File: src/rtl/riscv_ctrl_pkg.sv
// rtl/riscv_ctrl_pkg.sv - opcodes, ALUOp encodings and FSM states for the multi-cycle controller
package riscv_ctrl_pkg;

    localparam logic [6:0] R_TYPE = 7'b0110011;
    localparam logic [6:0] I_TYPE = 7'b0010011;
    localparam logic [6:0] U_TYPE = 7'b0110111;
    localparam logic [6:0] LW     = 7'b0000011;
    localparam logic [6:0] SW     = 7'b0100011;
    localparam logic [6:0] BR     = 7'b1100011;
    localparam logic [6:0] HALT   = 7'b0000001;

    localparam logic [1:0] ALUOP_MEM   = 2'b00;
    localparam logic [1:0] ALUOP_BR    = 2'b01;
    localparam logic [1:0] ALUOP_FUNCT = 2'b10;
    localparam logic [1:0] ALUOP_LUI   = 2'b11;

    // ST_ prefix keeps the HALT state apart from the HALT opcode
    typedef enum logic [2:0] {
        ST_FETCH  = 3'd0,
        ST_DECODE = 3'd1,
        ST_EXEC   = 3'd2,
        ST_MEM    = 3'd3,
        ST_WB     = 3'd4,
        ST_HALT   = 3'd5
    } state_t;

    function automatic logic is_exec_op(input logic [6:0] op);
        return (op == R_TYPE) || (op == I_TYPE) || (op == U_TYPE) ||
               (op == LW) || (op == SW) || (op == BR);
    endfunction

endpackage

File: src/rtl/multicycle_controller.sv
// rtl/multicycle_controller.sv - multi-cycle FETCH/DECODE/EXEC/MEM/WB control FSM for the RV32 core
module multicycle_controller
    import riscv_ctrl_pkg::*;
#(
    parameter int CNT_W = 32
) (
    input  logic             clk,
    input  logic             reset,
    input  logic [6:0]       Opcode,
    input  logic             br_taken,
    input  logic             mem_ready,
    output logic             PCWrite,
    output logic             PCSrc,
    output logic             IRWrite,
    output logic             ALUSrc,
    output logic             MemtoReg,
    output logic             RegWrite,
    output logic             MemRead,
    output logic             MemWrite,
    output logic [1:0]       ALUOp,
    output logic             Branch,
    output logic             illegal,
    output logic             halted,
    output logic [CNT_W-1:0] instret
);

    state_t           state_q, state_d;
    logic [6:0]       op_q;
    logic [CNT_W-1:0] instret_q;
    logic             retire;

    always_ff @(posedge clk) begin
        if (reset) begin
            state_q   <= ST_FETCH;
            op_q      <= 7'd0;
            instret_q <= '0;
        end else begin
            state_q <= state_d;
            if (state_q == ST_DECODE) begin
                op_q <= Opcode;
            end
            if (retire) begin
                instret_q <= instret_q + CNT_W'(1);
            end
        end
    end

    always_comb begin
        state_d  = state_q;
        retire   = 1'b0;
        PCWrite  = 1'b0;
        PCSrc    = 1'b0;
        IRWrite  = 1'b0;
        ALUSrc   = 1'b0;
        MemtoReg = 1'b0;
        RegWrite = 1'b0;
        MemRead  = 1'b0;
        MemWrite = 1'b0;
        ALUOp    = ALUOP_MEM;
        Branch   = 1'b0;
        illegal  = 1'b0;
        halted   = 1'b0;

        case (state_q)
            ST_FETCH: begin
                IRWrite = 1'b1;
                PCWrite = 1'b1;
                state_d = ST_DECODE;
            end
            // op_q is not loaded yet, so DECODE looks at the live IR opcode
            ST_DECODE: begin
                if (Opcode == HALT) begin
                    state_d = ST_HALT;
                end else if (is_exec_op(Opcode)) begin
                    state_d = ST_EXEC;
                end else begin
                    illegal = 1'b1;
                    retire  = 1'b1;
                    state_d = ST_FETCH;
                end
            end
            ST_EXEC: begin
                case (op_q)
                    R_TYPE: begin
                        ALUOp   = ALUOP_FUNCT;
                        state_d = ST_WB;
                    end
                    I_TYPE: begin
                        ALUOp   = ALUOP_FUNCT;
                        ALUSrc  = 1'b1;
                        state_d = ST_WB;
                    end
                    U_TYPE: begin
                        ALUOp   = ALUOP_LUI;
                        ALUSrc  = 1'b1;
                        state_d = ST_WB;
                    end
                    LW, SW: begin
                        ALUOp   = ALUOP_MEM;
                        ALUSrc  = 1'b1;
                        state_d = ST_MEM;
                    end
                    BR: begin
                        ALUOp   = ALUOP_BR;
                        Branch  = 1'b1;
                        PCWrite = br_taken;
                        PCSrc   = br_taken;
                        retire  = 1'b1;
                        state_d = ST_FETCH;
                    end
                    default: state_d = ST_FETCH;
                endcase
            end
            ST_MEM: begin
                ALUOp    = ALUOP_MEM;
                ALUSrc   = 1'b1;
                MemRead  = (op_q == LW);
                MemWrite = (op_q == SW);
                if (mem_ready) begin
                    if (op_q == LW) begin
                        state_d = ST_WB;
                    end else begin
                        retire  = 1'b1;
                        state_d = ST_FETCH;
                    end
                end
            end
            ST_WB: begin
                RegWrite = 1'b1;
                MemtoReg = (op_q == LW);
                ALUSrc   = (op_q != R_TYPE);
                case (op_q)
                    R_TYPE, I_TYPE: ALUOp = ALUOP_FUNCT;
                    U_TYPE:         ALUOp = ALUOP_LUI;
                    default:        ALUOp = ALUOP_MEM;
                endcase
                retire  = 1'b1;
                state_d = ST_FETCH;
            end
            ST_HALT: begin
                halted = 1'b1;
            end
            default: state_d = ST_FETCH;
        endcase

        // Reset silences every output in the same cycle, not only after the edge
        if (reset) begin
            PCWrite  = 1'b0;
            PCSrc    = 1'b0;
            IRWrite  = 1'b0;
            ALUSrc   = 1'b0;
            MemtoReg = 1'b0;
            RegWrite = 1'b0;
            MemRead  = 1'b0;
            MemWrite = 1'b0;
            ALUOp    = ALUOP_MEM;
            Branch   = 1'b0;
            illegal  = 1'b0;
            halted   = 1'b0;
        end
    end

    assign instret = reset ? '0 : instret_q;

endmodule

File: config.mk
export PLATFORM = sky130hd
export DESIGN_NAME = multicycle_controller
export DESIGN_NICKNAME = d
export VERILOG_FILES = /design/src/rtl/riscv_ctrl_pkg.sv /design/src/rtl/multicycle_controller.sv
export SDC_FILE = /design/constraint.sdc
export NUM_CORES = 1
export LEC_CHECK = 0
export ABC_CLOCK_PERIOD_IN_PS = 2700
export BUFFER_PORTS_ARGS = -buffer_cell sky130_fd_sc_hd__clkbuf_2
export CAP_MARGIN = 0
export CELL_PAD_IN_SITES_DETAIL_PLACEMENT = 1
export CELL_PAD_IN_SITES_GLOBAL_PLACEMENT = 1
export CORE_MARGIN = 5
export CORE_UTILIZATION = 40
export DETAILED_ROUTE_END_ITERATION = 7
export MAX_ROUTING_LAYER = met4
export PLACE_DENSITY_LB_ADDON = 0.1
export RECOVER_POWER = 25
export REMOVE_ABC_BUFFERS = 1
export SYNTH_ARGS = -nofsm -noshare
export SYNTH_HDL_FRONTEND = slang
export SYNTH_SLANG_ARGS = --single-unit
File: constraint.sdc
create_clock -name clk -period 2.7 [get_ports clk]
set_clock_uncertainty 0.15 [all_clocks]
set_input_delay 0.405 -clock clk [delete_from_list [all_inputs] [get_ports clk]]
set_output_delay 0.405 -clock clk [all_outputs]
set_load 0.01 [all_outputs]
==> key figures, run 1 <==
Clock tree
  – Root Buffer: clkbuf_8
  – CTS clock-pin slew for the worst setup and hold paths: 0.09 ns
  – Longest Clk Path Bufs: 2
  – CTS buffer count: 5
  – Clock Latency Late Sink: 0.29 ns
  – CTS HTree Levels: 2
  – Clk sink count: 42
  – TritonCTS clock tree: yes

Drt
  – Vias: 2469
  – Final wirelength: 6770 um
  – Initial detailed-routing violation count: 73
  – Routed WL per cell: 14.8 um
  – Via density: 5.41
  – DRT Pass-1 Iters: 4
  – DRC: 0
  – Final ANT Viol Nets: 0

Worst setup path
  – Worst EP required: 2.14 ns
  – Arr. time, crit path: 1.93 ns
  – Worst setup EP type: output pin
  – Worst setup path category: reg -> out
  – Max Fanout on Critical Path: 6
  – Worst reg2reg setup slack: 0.36 ns
  – CP Launch Type: flip-flop

GRT
  – Total Routing Usage GR: 17.1%
  – GRT Residual Overflow: 0
  – Number of global-route vias before repair: 2511
  – Largest net degree at the start of global routing: 75
  – First-pass GRT wire length: 11700 um
  – Initial antenna violation count: 0

Layout
  – Diodes inserted: 0
  – Non-Filler Instances: 456
  – Design Area, Final: 2990 sq um
  – Area Growth Syn to Fin: 16.2%
  – Final #Nets: 390
  – Layout cells sized above 1: 21.1%

Die
  – Starting Density: 40.7%
  – Chip width: 90.2 um
  – Die ar.: 8130 sq um
  – DIE HEIGHT: 90.2 um
  – # rows: 29
  – Core ar.: 6310 sq um
  – Ports: 56

Placed design
  – GP Congestion: 0.809
  – DP Area: 2930 sq um
  – IO buf count: 55
  – Dpl hpwl: 4870 um
  – Dpl cells: 448

Power and ir drop
  – Leak pwr: 1.12 nW
  – Switching part of the total: 28.8%
  – Sw Pwr: 0.351 mW
  – Comb power frac: 12.3%
  – Clock power frac: 34.6%
  – Overall Power: 1.22 mW
  – Sequential power share: 53.1%
  – Power per cell area: 408 nW/um^2
  – Int Pwr: 0.867 mW
  – Peak supply drop: 0.214 mV

Logic synthesis
  – FFs w/ async S/R, synth: 0%
  – Synth Area per Inst: 7.84 sq um
  – Top post-synthesis cells by area: dfxtp_1 33%, nor2b_1 9.0%, nand2_1 6.4%
  – Number of synthesis warnings: 0
  – Post-synthesis sequential area ratio: 32.7%
  – Cell area after synthesis: 2570 sq um
  – Post-synth top cells: 44 x nand2_1, 42 x dfxtp_1, 37 x nor2b_1
  – Yosys cell types: 51
  – Dominant cell type by area after synthesis: dfxtp_1
  – Post-synth EDFFs: 0
  – Ys flop type: dfxtp_1
  – Top cell type's share of synthesized area: 32.7%
  – FF+latch count, synth: 42
  – Top-count cell post-synth: nand2_1
  – Syn Inst Count: 328

STA
  – Peak Freq: 402 MHz
  – Max Slew Vio Count: 0
  – RSZ-0062 raised after global routing: false
  – Actual slew at the worst max-slew pin: 0.769 ns
  – Crit share post-route: 92.0%
  – Final setup vio count: 0
  – Fin crit period: 2.48 ns
  – Final hold vios: 0
  – Final TNS setup: 0 ns
  – Hold WS: 0.208 ns
  – Slew margin rel.: 48.7%

Run
  – Max-Cap Viols: 0

Min path
  – Worst Hold Class: in -> reg

Outcome
  – Run status: completed
-- through the flow --
stage | worst slack (ns) | utilization, %
2_1_floorplan | 0.0605 | -
3_3_place_gp | 0.390 | 46.4
3_5_place_dp | 0.311 | 46.4
4_1_cts | 0.0594 | 47.8
5_1_grt | 0.0684 | 47.3
6_report | 0.216 | 47.3
-- worst paths after layout --
path,start,to,cells after the start
hold reg to reg,op_q[1],op_q[1],2
setup reg to reg,instret_q[11],instret_q[29],5
setup / recovery,op_q[3],ALUSrc,5
hold / removal,Opcode[4],op_q[4],3
-- layout by cell type (no fill, tap or decap), drive strengths merged, types with 8 or more instances in the layout --
| master | count |
|---|---|
| mux2 | 16 |
| nand2 | 45 |
| nand3 | 9 |
| nor2 | 37 |
| or4 | 13 |
| buf | 8 |
| nor3 | 14 |
| o21ai | 12 |
| dfxtp | 42 |
| nor2b | 37 |
| clkbuf | 61 |
| a21oi | 20 |
-- worst max-delay path: stages (launching register included) --
cell and delay [ns]:
dfxtp_1 0.32, nand3b_1 0.25, or4_1 0.57, nor2b_1 0.18, o21ai_0 0.15, clkbuf_2 0.16
-- logic make-up after synthesis --
logic type      count (synthesis)  synth area share, %
simple gates                  190                 41.0
xor+xnor                        2                0.681
compound gates                 50                 12.6
mux                            18                 7.79
buf+inv                        25                 4.77
flops                          42                 32.7
fa+ha+maj                       1                0.487
-- flip-flops by register name, indices dropped and copies added, names as in the netlist --
name       count
instret_q     32
op_q           7
state_q        3
-- layer usage --
layer / vias to the layer above / global-route usage, % / part of all wire (%)
met5: - / - / 0
met4: 0 / 2.98 / 0.75
met3: 5 / 3.92 / 4.1
met2: 43 / 28.5 / 47
met1: 1169 / 21.5 / 48
li1: 1252 / - / -
-- final cells by class --
| class | instances | area [sq um] |
|---|---|---|
| tap | 77 | 96.3 |
| fill | 820 | 3330 |
| clock inverter | 3 | 18.8 |
| multi-input combinational | 261 | 1620 |
| sequential | 42 | 841 |
| timing repair buffer | 64 | 330 |
| clock buffer | 5 | 68.8 |
| inverter | 4 | 15.0 |
-- power by group through the flow --
stage / Clock (mW) / Sequential [mW] / Combinational (mW)
finish: 0.421 / 0.647 / 0.150
floorplan: 0 / 0.662 / 0.0788
detailed placement: 0 / 0.662 / 0.154
global route: 0.471 / 0.650 / 0.168
CTS: 0.442 / 0.647 / 0.155
global placement: 0 / 0.661 / 0.152
-- repair_timing --
item,CTS,global route
hold buffers,0,0
setup endpoints to repair,0,3
endpoints found under the hold margin,0,0
gates resized for setup,0,2
setup buffers,0,0
(Power assumes the default switching activity.)
==> run 2, diff against run 1 <==
--- a/config.mk
+++ b/config.mk
@@ -10,6 +10,7 @@
 export CAP_MARGIN = 0
 export CELL_PAD_IN_SITES_DETAIL_PLACEMENT = 1
 export CELL_PAD_IN_SITES_GLOBAL_PLACEMENT = 1
+export CORE_ASPECT_RATIO = 2
 export CORE_MARGIN = 5
 export CORE_UTILIZATION = 40
 export DETAILED_ROUTE_END_ITERATION = 7
==> run 2 against run 1 <==
Effect of this change: routed wire length is 6.1% higher; global-route usage is 2.6 points higher; cell area is 3.3% higher; core utilization is 1.6 points higher; power is 16% higher; via count is 4.0% higher; flip-flop and latch count stayed put; cell count is 2.6% higher; count of clock-buffer cells in the layout is 2 higher; critical path depth is 3 higher; critical endpoint is now PCWrite; largest cell class unchanged.
==> key figures, run 2 (synthesis gave the netlist of run 1 again) <==
Clock tree
  – Clk sink count: 42 (unchanged)
  – CTS buffer count: 5 (unchanged)
  – Longest Clk Path Bufs: 2 (unchanged)
  – Hold Buf Count CTS: 0 (unchanged)
  – TritonCTS clock tree: yes
  – CTS HTree Levels: 2 (unchanged)
  – Root Buffer: clkbuf_16
  – Post-CTS sizing: 0 (unchanged)
  – Post-CTS setup buffer count: 0 (unchanged)
  – Clock Latency Late Sink: 0.29 ns (about the same)
  – CTS clock-pin slew for the worst setup and hold paths: 0.06 ns (-0.03 ns)

Layout
  – Design Area, Final: 3090 sq um (+3.3%)
  – Layout cells sized above 1: 23.3% (+2.2 points)
  – Area Growth Syn to Fin: 20.0%
  – Non-Filler Instances: 468 (+2.6%)
  – Largest registers: instret_q x32, op_q x7, state_q x3
  – Commonest cells after routing, fill and taps aside: 44 x nand2_1, 43 x clkbuf_2, 42 x dfxtp_1
  – Final #Nets: 393 (+0.77%)
  – Most common cell after layout, fill and taps aside: nand2_1
  – Diodes inserted: 0 (unchanged)
  – Top reg by flops: instret_q
  – Number of flip-flops in the largest register: 32 (unchanged)
  – Fin util: 48.9% (+1.6 points)

Power and ir drop
  – Overall Power: 1.42 mW (+16%)
  – Power per cell area: 459 nW/um^2 (+12%)
  – Sw Pwr: 0.358 mW (+1.8%)
  – Comb power frac: 11.3% (-1.0 points)
  – Int Pwr: 1.06 mW (+22%)
  – Sequential power share: 45.9% (-7.2 points)
  – Switching part of the total: 25.3% (-3.6 points)
  – Clock power frac: 42.8% (+8.2 points)
  – Peak supply drop: 0.450 mV (+110%)
  – Leak pwr: 1.18 nW (+6.0%)

Worst setup path
  – CP Launch Type: flip-flop
  – Worst path max stage delay: 0.37 ns (-0.20 ns)
  – Arr. time, crit path: 1.90 ns (-0.03 ns)
  – Most used cell along the critical path: nor3_1
  – Worst EP required: 2.14 ns (about the same)
  – Worst Path Buf+Inv: 2 (+1)
  – Crit. path cell count: 8 (+3)
  – FF-to-FF path depth: 7 (+2)
  – Worst setup path category: reg -> out
  – CP top delay family: simple AND/OR/NAND/NOR gates
  – CP Cell Sequence: nor4b_2, nand3b_1, nor3_1, buf_4, and2_1, nor2_1, nor3_1, clkbuf_2
  – Slowest stage cell, crit path: dfxtp_1
  – Worst setup EP type: output pin
  – Max Fanout on Critical Path: 7 (+1)

Drt
  – Final wirelength: 7180 um (+6.1%)
  – DRC: 0 (unchanged)
  – DRT Pass-1 Iters: 4 (unchanged)
  – Final ANT Viol Nets: 0 (unchanged)
  – Routed WL per cell: 15.3 um (+3.4%)
  – Via density: 5.49 (+1.3%)
  – Initial detailed-routing violation count: 94 (+29%)
  – Vias: 2568 (+4.0%)

STA
  – Slew margin rel.: 46.3% (-2.4 points)
  – Fin crit period: 2.46 ns (-0.0274 ns)
  – Crit share post-route: 91.0% (-1.0 points)
  – RSZ-0062 raised after global routing: false
  – Peak Freq: 407 MHz (+1.1%)
  – Max Slew Vio Count: 0 (unchanged)
  – Final TNS setup: 0 ns (unchanged)
  – Actual slew at the worst max-slew pin: 0.806 ns (+0.0367 ns)
  – Final hold vios: 0 (unchanged)
  – Final setup vio count: 0 (unchanged)

Placed design
  – DP Area: 2960 sq um (+1.2%)
  – Dpl hpwl: 5550 um (+14%)
  – IO buf count: 55 (unchanged)
  – GP Congestion: 0.777 (-3.9%)
  – Dpl cells: 460 (+2.7%)

Die
  – Ports: 56 (unchanged)
  – Core ar.: 6310 sq um (about the same)
  – DIE HEIGHT: 123 um (+37%)
  – Die ar.: 8230 sq um (+1.2%)
  – Chip width: 66.7 um (-26%)
  – Starting Density: 40.7% (about the same)
  – # rows: 41 (+41%)

Min path
  – Worst Hold Class: in -> reg
  – Hold Path Cell Cnt: 3 (unchanged)

GRT
  – Initial antenna violation count: 0 (unchanged)
  – Largest net degree at the start of global routing: 78 (+4.0%)
  – Total Routing Usage GR: 19.7% (+2.6 points)
  – GRT Residual Overflow: 0 (unchanged)
  – Number of global-route vias before repair: 2696 (+7.4%)
  – First-pass GRT wire length: 12200 um (+3.6%)

Outcome
  – Run status: completed

Run
  – Max-Cap Viols: 0 (unchanged)
==> run 2: changes by cell type in the layout (fill, tap and decap cells not counted), sizes merged <==
cell	before	now
clkinv	2	1
inv	5	4
buf	8	11
clkbuf	61	63
==> run 2: worst paths after layout <==
path                  start            end  slack [ns]
hold reg to reg     op_q[3]        op_q[3]        0.31
hold / removal    Opcode[1]        op_q[1]        0.23
setup reg to reg    op_q[2]  instret_q[28]        0.32
setup / recovery    op_q[2]        PCWrite        0.24
==> run 2: per-stage QoR <==
step | worst slack, ns | hold slack (ns)
2_1_floorplan | 0.0605 | 0.275
4_1_cts | 0.127 | 0.223
6_report | 0.243 | 0.226
5_1_grt | 0.0603 | 0.235
3_3_place_gp | 0.347 | 0.289
3_5_place_dp | 0.304 | 0.305
==> run 2: power by group through the flow <==
stage / Sequential, mW / Clock (mW) / Combinational, mW
2_1_floorplan: 0.662 / 0 / 0.0788
3_3_place_gp: 0.663 / 0 / 0.159
3_5_place_dp: 0.664 / 0 / 0.164
4_1_cts: 0.650 / 0.631 / 0.166
5_1_grt: 0.652 / 0.658 / 0.180
6_report: 0.650 / 0.606 / 0.160
==> run 2: metal layers <==
metal / vias to the layer above / global-route usage (%) / part of all wire (%)
met5: - / - / 0
met4: 0 / 8.91 / 3.0
met3: 13 / 3.00 / 2.7
met2: 47 / 37.6 / 58
met1: 1245 / 18.7 / 36
li1: 1263 / - / -
==> run 2: worst min-delay path, cell delays in order <==
cell      delay, ns
clkbuf_2       0.10
nand2_1        0.06
a21oi_1        0.05
==> run 2: layout make-up <==
type / instances / area [sq um]
clock inverter: 1 / 5.00
inverter: 4 / 15.0
tap: 86 / 108
fill: 826 / 3220
sequential: 42 / 841
timing repair buffer: 67 / 363
clock buffer: 7 / 143
multi-input combinational: 261 / 1610
==> run 3, diff against run 2 <==
--- a/config.mk
+++ b/config.mk
@@ -5,7 +5,7 @@
 export SDC_FILE = /design/constraint.sdc
 export NUM_CORES = 1
 export LEC_CHECK = 0
-export ABC_CLOCK_PERIOD_IN_PS = 2700
+export ABC_CLOCK_PERIOD_IN_PS = 2600
 export BUFFER_PORTS_ARGS = -buffer_cell sky130_fd_sc_hd__clkbuf_2
 export CAP_MARGIN = 0
 export CELL_PAD_IN_SITES_DETAIL_PLACEMENT = 1
==> constraint.sdc (replaced) <==
create_clock -name clk -period 2.6 [get_ports clk]
set_clock_uncertainty 0.15 [all_clocks]
set_input_delay 0.39 -clock clk [delete_from_list [all_inputs] [get_ports clk]]
set_output_delay 0.39 -clock clk [all_outputs]
set_load 0.01 [all_outputs]
==> run 3 against run 2 <==
Effect of this change: combinational power is essentially flat; hold slack lost 0.020 ns; die area is the same; clock power grew 6.3%; power grew 4.3%; routed wire length grew 2.8%; first-iteration DRC count shrank 9.6%; critical endpoint is now ALUSrc; global-route usage is essentially flat; largest power group unchanged; critical path depth shrank 3; flip-flop and latch count is the same; register-to-register slack lost 0.07 ns; sequential share of layout area is essentially flat; critical path type unchanged.
==> key figures, run 3 (synthesis gave the netlist of run 1 again) <==
Drt
  – Vias: 2530 (-1.5%)
  – DRC: 0 (unchanged)
  – Initial detailed-routing violation count: 85 (-9.6%)
  – DRT Pass-1 Iters: 4 (unchanged)
  – Routed WL per cell: 15.8 um (+2.8%)
  – Final ANT Viol Nets: 0 (unchanged)
  – Via density: 5.41 (-1.5%)
  – Final wirelength: 7380 um (+2.8%)

GRT
  – Total Routing Usage GR: 19.8% (+0.030 points)
  – First-pass GRT wire length: 12100 um (-0.28%)
  – Initial antenna violation count: 0 (unchanged)
  – GRT Residual Overflow: 0 (unchanged)
  – Largest net degree at the start of global routing: 76 (-2.6%)
  – Number of global-route vias before repair: 2680 (-0.59%)

Worst setup path
  – Worst setup path category: reg -> out
  – Worst setup EP type: output pin
  – Arr. time, crit path: 1.89 ns (about the same)
  – Worst path max stage delay: 0.58 ns (+0.21 ns)
  – Slowest stage cell, crit path: or4_1
  – Max Fanout on Critical Path: 6 (-1)
  – Worst Path Buf+Inv: 1 (-1)
  – CP Launch Type: flip-flop
  – CP top delay family: simple AND/OR/NAND/NOR gates
  – CP Cell Sequence: nand3b_1, or4_1, nor2b_1, o21ai_0, clkbuf_2
  – Worst EP required: 2.06 ns (-0.08 ns)
  – FF-to-FF path depth: 7 (unchanged)
  – Crit. path cell count: 5 (-3)

Layout
  – Area Growth Syn to Fin: 20.2%
  – Number of flip-flops in the largest register: 32 (unchanged)
  – Top reg by flops: instret_q
  – Final #Nets: 393 (unchanged)
  – Non-Filler Instances: 468 (unchanged)
  – Layout cells sized above 1: 23.6% (+0.26 points)
  – Most common cell after layout, fill and taps aside: nand2_1
  – Diodes inserted: 0 (unchanged)
  – Largest registers: instret_q x32, op_q x7, state_q x3
  – Commonest cells after routing, fill and taps aside: 44 x nand2_1, 43 x clkbuf_2, 42 x dfxtp_1

Power and ir drop
  – Peak supply drop: 0.336 mV (-25%)
  – Leak pwr: 1.18 nW (-0.37%)
  – Power per cell area: 477 nW/um^2 (+4.1%)
  – Overall Power: 1.48 mW (+4.3%)

Clock tree
  – Clk sink count: 42 (unchanged)
  – Hold Buf Count CTS: 0 (unchanged)
  – CTS HTree Levels: 2 (unchanged)
  – CTS buffer count: 5 (unchanged)
  – Longest Clk Path Bufs: 2 (unchanged)
  – TritonCTS clock tree: yes
  – Clock Latency Late Sink: 0.29 ns (about the same)
  – Root Buffer: clkbuf_16
  – CTS clock-pin slew for the worst setup and hold paths: 0.06 ns (about the same)

Placed design
  – GP Congestion: 0.754 (-2.9%)
  – Dpl hpwl: 5610 um (+1.1%)
  – Dpl cells: 460 (unchanged)
  – IO buf count: 55 (unchanged)

STA
  – Crit share post-route: 93.4%
  – Final TNS setup: 0 ns (unchanged)
  – Final hold vios: 0 (unchanged)
  – Actual slew at the worst max-slew pin: 0.771 ns (-0.0347 ns)
  – Hold WS: 0.205 ns (-0.0205 ns)
  – Slew margin rel.: 48.6% (+2.3 points)
  – RSZ-0062 raised after global routing: false
  – Peak Freq: 412 MHz
  – Fin crit period: 2.43 ns
  – Final setup vio count: 0 (unchanged)
  – Max Slew Vio Count: 0 (unchanged)

Die
  – Starting Density: 40.7% (unchanged)
  – Core ar.: 6310 sq um (unchanged)
  – Ports: 56 (unchanged)
  – Chip width: 66.7 um (unchanged)
  – DIE HEIGHT: 123 um (unchanged)
  – Die ar.: 8230 sq um (unchanged)
  – # rows: 41 (unchanged)

Run
  – Max-Cap Viols: 0 (unchanged)

Outcome
  – Run status: completed

Min path
  – Worst Hold Class: in -> reg
  – Hold Path Cell Cnt: 3 (unchanged)
## run 3: changes by cell type in the layout (fill, tap and decap cells not counted), sizes merged
cell	previous run	this run
buf	11	10
clkinvlp	0	1
## run 3: worst reg2reg max path: stages, from the launching register on
cell      delay [ns]
dfxtp_1         0.37
nor4b_2         0.31
nand3b_1        0.15
o211ai_1        0.28
nor3_4          0.07
buf_12          0.19
nor4b_1         0.36
mux2_1          0.35
## run 3: per-layer routing
metal  part of all wire (%)  global-route usage [%]  routed length, um  up-vias
met5                      0                       -                  0        -
met4                    2.7                    8.52                197        0
met3                    3.1                    3.27                227       16
met2                     59                    38.7               4350       44
met1                     35                    17.7               2610     1209
li1                       -                       -                  -     1261
## run 3: final timing paths
check / startpoint / end / slack (ns)
worst max-delay path: op_q[3] / ALUSrc / 0.17
worst min-delay path: Opcode[0] / op_q[0] / 0.21
worst min register to register: op_q[3] / op_q[3] / 0.31
worst max register to register: op_q[2] / instret_q[13] / 0.25
## run 3: through the flow
step / setup WS [ns] / util [%] / instance area [sq um]
after floorplan: -0.0395 / - / 2460
after global placement: 0.246 / 46.9 / 2960
after detailed placement: 0.234 / 46.9 / 2960
after CTS: 0.0153 / 49.3 / 3110
after global routing: 0.0648 / 49.0 / 3090
final: 0.171 / 49.0 / 3090
## run 3: layout make-up
| cell class | count | area, sq um |
|---|---|---|
| Multi-Input combinational cell | 261 | 1620 |
| Inverter | 4 | 15.0 |
| Fill cell | 811 | 3220 |
| Clock inverter | 2 | 12.5 |
| Timing Repair Buffer | 67 | 359 |
| Sequential cell | 42 | 841 |
| Tap cell | 86 | 108 |
| Clock buffer | 6 | 139 |
## run 3: repair_timing
action,CTS,global route
resized for setup,0,2
hold endpoints to repair,0,0
setup endpoints to repair,0,2
setup buffers,0,0
## run 3: power breakdown
group | leakage (nW) | internal, mW | switching, mW
registers | 0.340 | 0.658 | 0.0155
clock network | 0.0729 | 0.380 | 0.264
logic | 0.768 | 0.0549 | 0.104
total | 1.18 | 1.09 | 0.383
